==> config.mk <==
export PLATFORM = sky130hd
export DESIGN_NAME = ps2_mouse_tracker
export DESIGN_NICKNAME = d
export VERILOG_FILES = /design/src/rtl/ps2_pkg.sv /design/src/rtl/ps2_rx_byte.sv /design/src/rtl/ps2_mouse_tracker.sv
export SDC_FILE = /design/constraint.sdc
export NUM_CORES = 1
export LEC_CHECK = 0
export BUFFER_PORTS_ARGS = -buffer_cell sky130_fd_sc_hd__buf_2
export CORE_MARGIN = 2
export CORE_UTILIZATION = 55
export DETAILED_ROUTE_END_ITERATION = 10
export HOLD_SLACK_MARGIN = 0.03
export PLACE_DENSITY_LB_ADDON = 0.2
export SLEW_MARGIN = 5
export SYNTH_ARGS = -nofsm -noshare
export SYNTH_HDL_FRONTEND = slang
export SYNTH_SLANG_ARGS = --single-unit
==> constraint.sdc <==
create_clock -name clk50 -period 2.7 [get_ports clk50]
set_input_delay 0.405 -clock clk50 [delete_from_list [all_inputs] [get_ports clk50]]
set_output_delay 0.405 -clock clk50 [all_outputs]
set_load 0.05 [all_outputs]
==> src/rtl/ps2_pkg.sv <==
// Shared types and constants for the PS/2 mouse receive path:
// frame FSM states, byte-0 field positions, frame length, clamp helper.
package ps2_pkg;

    typedef enum logic [1:0] {
        ST_IDLE,
        ST_DATA,
        ST_PARITY,
        ST_STOP
    } frame_state_e;

    // start + 8 data + parity + stop
    localparam int FRAME_BITS = 11;
    localparam int DATA_BITS  = FRAME_BITS - 3;

    // Byte 0 of a stream-mode packet
    localparam int B0_LEFT   = 0;
    localparam int B0_RIGHT  = 1;
    localparam int B0_MIDDLE = 2;
    localparam int B0_SYNC   = 3;
    localparam int B0_XSIGN  = 4;
    localparam int B0_YSIGN  = 5;
    localparam int B0_XOVF   = 6;
    localparam int B0_YOVF   = 7;

    // Clamp a signed 12-bit coordinate into 0..maxv.
    function automatic logic [9:0] clamp_axis(
        input logic signed [11:0] v,
        input int unsigned        maxv
    );
        logic signed [11:0] lim;
        lim = $signed(12'(maxv));
        if (v < 12'sd0)
            return 10'd0;
        else if (v > lim)
            return 10'(maxv);
        else
            return v[9:0];
    endfunction

endpackage

==> src/rtl/ps2_rx_byte.sv <==
// PS/2 byte receiver: synchronisers, falling-edge detect, 11-bit frame FSM
// and idle timeout.
// Ports: clk50/rst, raw ps2Clk/ps2Data in; byteData/byteStrobe for each good
// frame, frameError pulse on parity/stop/timeout, idleTimeout level while
// the line has been quiet for TIMEOUT_CYCLES in IDLE.
module ps2_rx_byte
    import ps2_pkg::*;
#(
    parameter int unsigned TIMEOUT_CYCLES = 100000
) (
    input  logic       clk50,
    input  logic       rst,
    input  logic       ps2Clk,
    input  logic       ps2Data,
    output logic [7:0] byteData,
    output logic       byteStrobe,
    output logic       frameError,
    output logic       idleTimeout
);

    localparam int TW = $clog2(TIMEOUT_CYCLES + 1);
    localparam logic [TW-1:0] TMO = TW'(TIMEOUT_CYCLES);

    logic [2:0]    clk_sync_q;
    logic [1:0]    dat_sync_q;
    logic          sample;
    logic          sdata;
    logic          tmo_hit;

    frame_state_e  state_q;
    logic [2:0]    bit_cnt_q;
    logic [7:0]    shift_q;
    logic          par_q;
    logic          par_ok_q;
    logic [TW-1:0] tmo_cnt_q;
    logic [7:0]    byte_q;
    logic          strobe_q;
    logic          err_q;
    logic          idle_to_q;

    // clk_sync_q[2] is the edge flop behind the 2-flop synchroniser
    assign sample  = clk_sync_q[2] & ~clk_sync_q[1];
    assign sdata   = dat_sync_q[1];
    assign tmo_hit = (tmo_cnt_q == TMO);

    always_ff @(posedge clk50 or posedge rst) begin
        if (rst) begin
            clk_sync_q <= 3'b111;
            dat_sync_q <= 2'b11;
        end else begin
            clk_sync_q <= {clk_sync_q[1:0], ps2Clk};
            dat_sync_q <= {dat_sync_q[0], ps2Data};
        end
    end

    always_ff @(posedge clk50 or posedge rst) begin
        if (rst) begin
            state_q   <= ST_IDLE;
            bit_cnt_q <= '0;
            shift_q   <= '0;
            par_q     <= 1'b0;
            par_ok_q  <= 1'b0;
            tmo_cnt_q <= '0;
            byte_q    <= '0;
            strobe_q  <= 1'b0;
            err_q     <= 1'b0;
            idle_to_q <= 1'b0;
        end else begin
            strobe_q  <= 1'b0;
            err_q     <= 1'b0;
            idle_to_q <= (state_q == ST_IDLE) && tmo_hit;

            if (sample)
                tmo_cnt_q <= '0;
            else if (!tmo_hit)
                tmo_cnt_q <= tmo_cnt_q + 1'b1;

            if (tmo_hit && state_q != ST_IDLE) begin
                state_q <= ST_IDLE;
                err_q   <= 1'b1;
            end else if (sample) begin
                unique case (state_q)
                    ST_IDLE: begin
                        if (!sdata) begin
                            state_q   <= ST_DATA;
                            bit_cnt_q <= '0;
                            par_q     <= 1'b0;
                        end
                    end
                    ST_DATA: begin
                        shift_q   <= {sdata, shift_q[7:1]};
                        par_q     <= par_q ^ sdata;
                        bit_cnt_q <= bit_cnt_q + 1'b1;
                        if (bit_cnt_q == 3'(DATA_BITS - 1))
                            state_q <= ST_PARITY;
                    end
                    ST_PARITY: begin
                        // odd parity over data + parity bit
                        par_ok_q <= par_q ^ sdata;
                        state_q  <= ST_STOP;
                    end
                    ST_STOP: begin
                        if (sdata && par_ok_q) begin
                            byte_q   <= shift_q;
                            strobe_q <= 1'b1;
                        end else begin
                            err_q <= 1'b1;
                        end
                        state_q <= ST_IDLE;
                    end
                    default: state_q <= ST_IDLE;
                endcase
            end
        end
    end

    assign byteData    = byte_q;
    assign byteStrobe  = strobe_q;
    assign frameError  = err_q;
    assign idleTimeout = idle_to_q;

endmodule

==> src/rtl/ps2_mouse_tracker.sv <==
// PS/2 mouse tracker: assembles 3-byte stream packets and keeps a clamped
// absolute cursor position in 4x4-pixel cells plus button state.
// Ports: clk50/rst, raw ps2Clk/ps2Data in; mouseX/mouseY, btnLeft/Right/
// Middle, packetValid pulse on update, frameError pulse on receive error.
module ps2_mouse_tracker
    import ps2_pkg::*;
#(
    parameter int unsigned TIMEOUT_CYCLES = 100000,
    parameter int unsigned X_MAX          = 159,
    parameter int unsigned Y_MAX          = 119,
    parameter int unsigned X_INIT         = 80,
    parameter int unsigned Y_INIT         = 60,
    parameter int unsigned MOVE_SHIFT     = 0
) (
    input  logic       clk50,
    input  logic       rst,
    input  logic       ps2Clk,
    input  logic       ps2Data,
    output logic [9:0] mouseX,
    output logic [9:0] mouseY,
    output logic       btnLeft,
    output logic       btnRight,
    output logic       btnMiddle,
    output logic       packetValid,
    output logic       frameError
);

    logic [7:0] rx_byte;
    logic       rx_strobe;
    logic       rx_err;
    logic       rx_idle_to;

    ps2_rx_byte #(
        .TIMEOUT_CYCLES(TIMEOUT_CYCLES)
    ) u_rx (
        .clk50      (clk50),
        .rst        (rst),
        .ps2Clk     (ps2Clk),
        .ps2Data    (ps2Data),
        .byteData   (rx_byte),
        .byteStrobe (rx_strobe),
        .frameError (rx_err),
        .idleTimeout(rx_idle_to)
    );

    logic [1:0] idx_q;
    logic [7:0] b0_q;
    logic [7:0] b1_q;
    logic [9:0] x_q, y_q;
    logic       bl_q, br_q, bm_q;
    logic       pv_q;

    logic signed [11:0] dx, dy, nx, ny;
    logic [9:0]         x_d, y_d;

    // Deltas use byte 0/1 from registers and byte 2 straight off the strobe
    always_comb begin
        dx = {{3{b0_q[B0_XSIGN]}}, b0_q[B0_XSIGN], b1_q};
        dy = {{3{b0_q[B0_YSIGN]}}, b0_q[B0_YSIGN], rx_byte};
        if (b0_q[B0_XOVF])
            dx = '0;
        if (b0_q[B0_YOVF])
            dy = '0;
        dx  = dx >>> MOVE_SHIFT;
        dy  = dy >>> MOVE_SHIFT;
        nx  = $signed({2'b00, x_q}) + dx;
        ny  = $signed({2'b00, y_q}) - dy;
        x_d = clamp_axis(nx, X_MAX);
        y_d = clamp_axis(ny, Y_MAX);
    end

    always_ff @(posedge clk50 or posedge rst) begin
        if (rst) begin
            idx_q <= 2'd0;
            b0_q  <= '0;
            b1_q  <= '0;
            x_q   <= 10'(X_INIT);
            y_q   <= 10'(Y_INIT);
            bl_q  <= 1'b0;
            br_q  <= 1'b0;
            bm_q  <= 1'b0;
            pv_q  <= 1'b0;
        end else begin
            pv_q <= 1'b0;
            if (rx_err || rx_idle_to) begin
                idx_q <= 2'd0;
            end else if (rx_strobe) begin
                unique case (idx_q)
                    2'd0: begin
                        // bytes without the sync bit are dropped to resync
                        if (rx_byte[B0_SYNC]) begin
                            b0_q  <= rx_byte;
                            idx_q <= 2'd1;
                        end
                    end
                    2'd1: begin
                        b1_q  <= rx_byte;
                        idx_q <= 2'd2;
                    end
                    default: begin
                        x_q   <= x_d;
                        y_q   <= y_d;
                        bl_q  <= b0_q[B0_LEFT];
                        br_q  <= b0_q[B0_RIGHT];
                        bm_q  <= b0_q[B0_MIDDLE];
                        pv_q  <= 1'b1;
                        idx_q <= 2'd0;
                    end
                endcase
            end
        end
    end

    assign mouseX      = x_q;
    assign mouseY      = y_q;
    assign btnLeft     = bl_q;
    assign btnRight    = br_q;
    assign btnMiddle   = bm_q;
    assign packetValid = pv_q;
    assign frameError  = rx_err;

endmodule

; ---- Word level (Yosys, flattened, before mapping)
; Cells that the tools add are included.
[totals]
reg_bits = 90
inputBits = 4
out_inout_bits = 25
elab_cells = 98
[classes]
add_sub_neg = 4
order_cmp = 4
n_eq_ne = 11
n_mux = 32
bitwise = 6
n_reduce_logical = 20
[op_table]
columns = op, n
row1 = 2-to-1 mux 10 bit, 4
row2 = 2-to-1 mux 17 bit, 2
row3 = "< comparator 12 x 1 -> 1 bit, second input constant", 2
row4 = 2-to-1 mux 12 bit, 2
row5 = "adder 17 x 1 -> 17 bit, second input constant", 1
row6 = "== test 17 bit, second input constant", 1
row7 = AND reduction 3 bit, 5
row8 = 2-to-1 mux 2 bit, 7
row9 = adder 11 x 12 -> 12 bit, 1
row10 = "> comparator 12 x 8 -> 1 bit, second input constant", 1
row11 = "> comparator 12 x 9 -> 1 bit, second input constant", 1
row12 = 2-to-1 mux 1 bit, 12
row13 = AND reduction 4 bit, 3
row14 = subtractor 11 x 12 -> 12 bit, 1
row15 = one-hot mux 2 bit (4 select lines), 1
row16 = nonzero test 2 bit, 4
row17 = one-hot mux 3 bit (2 select lines), 1
row18 = "== test 2 x 1 -> 1 bit, second input constant", 2
row19 = "== test 2 bit, second input constant", 2
row20 = logical NOT 2 bit, 2
row21 = NOT 1 bit, 4
row22 = one-hot mux 2 bit (2 select lines), 1
row23 = "adder 3 x 1 -> 3 bit, second input constant", 1
row24 = "== test 3 bit, second input constant", 1
row25 = other kinds (13), 15

; ---- Logic depth before layout (Yosys ltp)
[depth]
depth_word = 5
ltp_mapped = 11
depth_no_buf = 11

; ---- Hierarchy
; From an unflattened synthesis, not the netlist that was laid out.
[hier_totals]
hier_cells = 491
area_unflattened_um2 = 5087.4
[by_module_without_submodules]
columns = module, n_inst, cells_per_inst, area_per_inst_um2, seq_area_each_um2
row1 = ps2_mouse_tracker, 1, 295, 2816.5, 1033.5
row2 = ps2_rx_byte, 1, 196, 2270.9, 1207.4

; ---- Least setup slack after synthesis
; Ideal clock, no wire load.
[synth_path]
path_type = register -> register
from = reg y_q[0] (netlist: mouseY[0])
to = reg y_q[0] (netlist: mouseY[0])
setup_time_ns = 0.144
t_arrival_ns = 2.674
required_time_ns = 2.556
setup_slack_ns = -0.119
path_stages_with_launch = 12
cell_sequence = dfrtp_1 -> inv_1 -> ha_1 -> inv_1 -> fa_1 -> a211oi_1 -> o21ai_0 -> a21oi_1 -> xnor2_1 -> a311o_1 -> a2111oi_0 -> o22ai_1
[synth_between]
elab_chain_cells = 4
[synth_lines]
columns = element, line_no
row1 = start: declaration, ps2_mouse_tracker.sv:49  ; logic [9:0] x_q, y_q;
row2 = start signal: assignment, ps2_mouse_tracker.sv:78  ; y_q <= 10'(Y_INIT);
row3 = start signal: assignment, ps2_mouse_tracker.sv:102  ; y_q <= y_d;
row4 = subtractor 11 x 12 -> 12 bit (*), ps2_mouse_tracker.sv:67  ; ny = $signed({2'b00, y_q}) - dy;
row5 = > comparator 12 x 8 -> 1 bit, ps2_pkg.sv:35  ; else if (v > lim)
row6 = 2-to-1 mux 10 bit, ps2_pkg.sv:35
row7 = 2-to-1 mux 10 bit (*), ps2_pkg.sv:33  ; if (v < 12'sd0)
; Every way passes the cells marked *; elsewhere a longest branch is shown, timed or not.
; A chain may end at the register's enable or synchronous reset.

; ---- Final worst setup path
[layout_path]
from = reg b0_q[7]
to = reg y_q[2] (netlist: mouseY[2])
[layout_between]
elab_chain_cells = 5
[layout_lines]
columns = element, line_no
row1 = start: declaration, ps2_mouse_tracker.sv:47  ; logic [7:0] b0_q;
row2 = start signal: assignment, ps2_mouse_tracker.sv:92  ; b0_q <= rx_byte;
row3 = 2-to-1 mux 12 bit (*), ps2_mouse_tracker.sv:62  ; if (b0_q[B0_YOVF])
row4 = subtractor 11 x 12 -> 12 bit (*), ps2_mouse_tracker.sv:67
row5 = > comparator 12 x 8 -> 1 bit, ps2_pkg.sv:35
row6 = 2-to-1 mux 10 bit, ps2_pkg.sv:35
row7 = 2-to-1 mux 10 bit (*), ps2_pkg.sv:33
; Marked as above.

==> results.cfg <==
[status]
outcome = complete, but fails checks
violations = setup timing

[setup_path]
required_ns = 2.97
critPathBufInv = 2
critPathTopFamily = compound AO/OA/AOI/OAI gates
crit_chain = buf_6 > nand2b_4 > ha_4 > nor3_4 > a21boi_4 > nand2_1 > or4_1 > a311o_2 > buf_6 > a2111oi_4 > o21ai_1
slowest_delay_ns = 0.51
worstPathArrival_ns = 3.12
cp_max_fo = 7
critPathLaunch = b0_q[7]$_DFFE_PP0P_
rr_worst_depth = 11
cp_slowest_cell = a311o_2
worstSetupPathType = flop to flop
path_depth = 11
endpoint_kind = flop
critPathLaunchType = flop
rr_startpoint = b0_q[7]$_DFFE_PP0P_
cpMostUsedCell = buf_6

[grt]
grt_use_total_pct = 21.2
grt_pass1_vias = 3591
antenna_found_initial = 0
grt_max_degree = 74
grt_overflow = 0
grt_pass1_wl_um = 16700

[final_layout]
final_util_pct = 67.9
ff_latch_area_um2 = 2240
nets = 570
area_growth_pct = 20.6
multi_input_area_um2 = 2780
drive_gt1_share_pct = 32.4
fin_area_um2 = 5890
final_common_cell = dfrtp_1
final_cells = 645
antenna_cells = 0
n_fill_cell = 659
layout_common_cells = dfrtp_1 (76), nand2_1 (42), mux2_2 (33)

[placed_design]
portBuffers = 28
dp.cells = 619
gp_congestion = 0.904
hpwl_um = 7030
pre_cts_ws_ns = -0.129
post_dp_cell_area_um2 = 5350

[hold_path]
hp-class = input pin to async pin

[synthesis]
synth-edff-count = 0
synth_top_area_share_pct = 40.0
ys.flop_type = dfrtp_1
yosysSeqAreaShare_pct = 45.9
synth_warnings = 0
synthTopCellsByArea = dfrtp_1 (40%), ha_1 (8.2%), mux2_2 (7.6%)
ys_ff_latch = 89
ys_types = 67
synthCells = 465
synth-async-reset-ratio_pct = 100
synth_area_um2 = 4880
avgSynthCellArea_um2 = 10.5
syn-num-nets = 503
yosysTopAreaCell = dfrtp_1

[timing]
max_slew_margin_pct = 59.5
max_freq_mhz = 350
setup_tns_ns = -0.434
tightest_slew_ns = 0.607
final.min_clock_period_ns = 2.86
slew_viol_final = 0
fin_ws_ns = -0.157
grt_setup_unrepaired = yes
post-route-period-util_pct = 106
setup_viol = 6
fin_worst_skew_ns = 0.00755
finalHoldViolCount = 0
hold_ws_ns = 0.0548

[floorplanning]
die_w_um = 98.2
fp.dieArea_um2 = 9650
start_util_pct = 56.3
io_pins = 29
die_h_um = 98.2
coreArea_um2 = 8680
rows = 34

[routing]
first_pass_iters = 4
vias = 3630
first_iter_violations = 123
drc = 0
finalWirelength_um = 9980
wl_per_cell_um = 15.5
antenna_left = 0
avgViaCountPerCell = 5.63

[job]
cap_violations = 0

[pwr]
p_leak_nw = 2.80
power_density_nw_per_um2 = 705
p_total_mw = 4.15
ir_drop_uv = 449

[clock_tree]
cts_tree = built
ctsLongestPathBuffers = 2
cts_sinks = 89
path_clk_slew_ns = 0.08
cts_hold_buf = 0
htree_levels = 3
cts-root-buf = clkbuf_8
cts_buffers = 9
clock_latency_ns = 0.35
## where the power goes
part | internal (mW) | leakage, nW | total [mW] | switching [mW]
combinational | 0.845 | 1.53 | 1.69 | 0.843
sequential | 1.48 | 1.18 | 1.61 | 0.130
clock | 0.410 | 0.0927 | 0.852 | 0.442
## routing by layer
metal / up-vias / part of all wire (%) / global-route usage, %
li1: 1779 / - / -
met1: 1768 / 46 / 28.3
met2: 65 / 49 / 35.2
met3: 18 / 3.0 / 3.72
met4: 0 / 1.8 / 7.17
met5: - / 0 / 0
## kinds of logic (layout without fill, tap and decap cells)
logic type,after synthesis,after routing,share of synthesized area (%)
AOI/OAI and AO/OA,93,93,13.3
xor gates and xnor gates,26,26,4.66
adders and majority gates,34,34,9.02
buffers and inverters,34,106,2.61
DFF,89,89,45.9
muxes,36,36,8.22
and+or+nand+nor,153,153,16.3
## layout make-up
cell class / instances / area share, %
clock buffer: 14 / 2.93
clock inverter: 2 / 0.212
inverter: 26 / 1.72
multi-input combinational: 342 / 47.2
sequential: 89 / 38.1
tap: 108 / 2.29
timing repair buffer: 64 / 7.52
## worst paths after layout
path | end | slack, ns
worst min register to register | u_rx.dat_sync_q[1]$_DFF_PP1_ | 0.36
min in group clk50 | u_rx.dat_sync_q[0]$_DFF_PP1_ | 0.14
worst max-delay path | mouseY[2]$_DFFE_PP1P_ | -0.16
worst min-delay path | mouseY[8]$_DFFE_PP0P_ | 0.05
worst max register to register | mouseY[2]$_DFFE_PP1P_ | -0.16
max in group asynchronous | mouseX[4]$_DFFE_PP1P_ | 1.92
## flip-flops by register name (all words and copies together), names as in the netlist, 3 cells and up
name	flops
u_rx.byteData	8
b1_q	8
mouseY	10
mouseX	10
b0_q	7
u_rx.bit_cnt_q	3
u_rx.clk_sync_q	3
u_rx.shift_q	8
u_rx.tmo_cnt_q	17
## synth_stat cells, types with 14 or more instances
cell type	n
a21oi_1	24
dfrtp_1	78
ha_1	32
inv_1	25
mux2_2	33
nand2_1	42
nand3_1	14
nor2_1	25
nor2b_1	17
o21ai_0	19
xor2_1	15
## repair_timing
action,CTS,global route
pin swaps,13,14
buffers inserted,5,5
setup endpoints to repair,10,15
gates resized for setup,25,29
(Power assumes the default switching activity.)
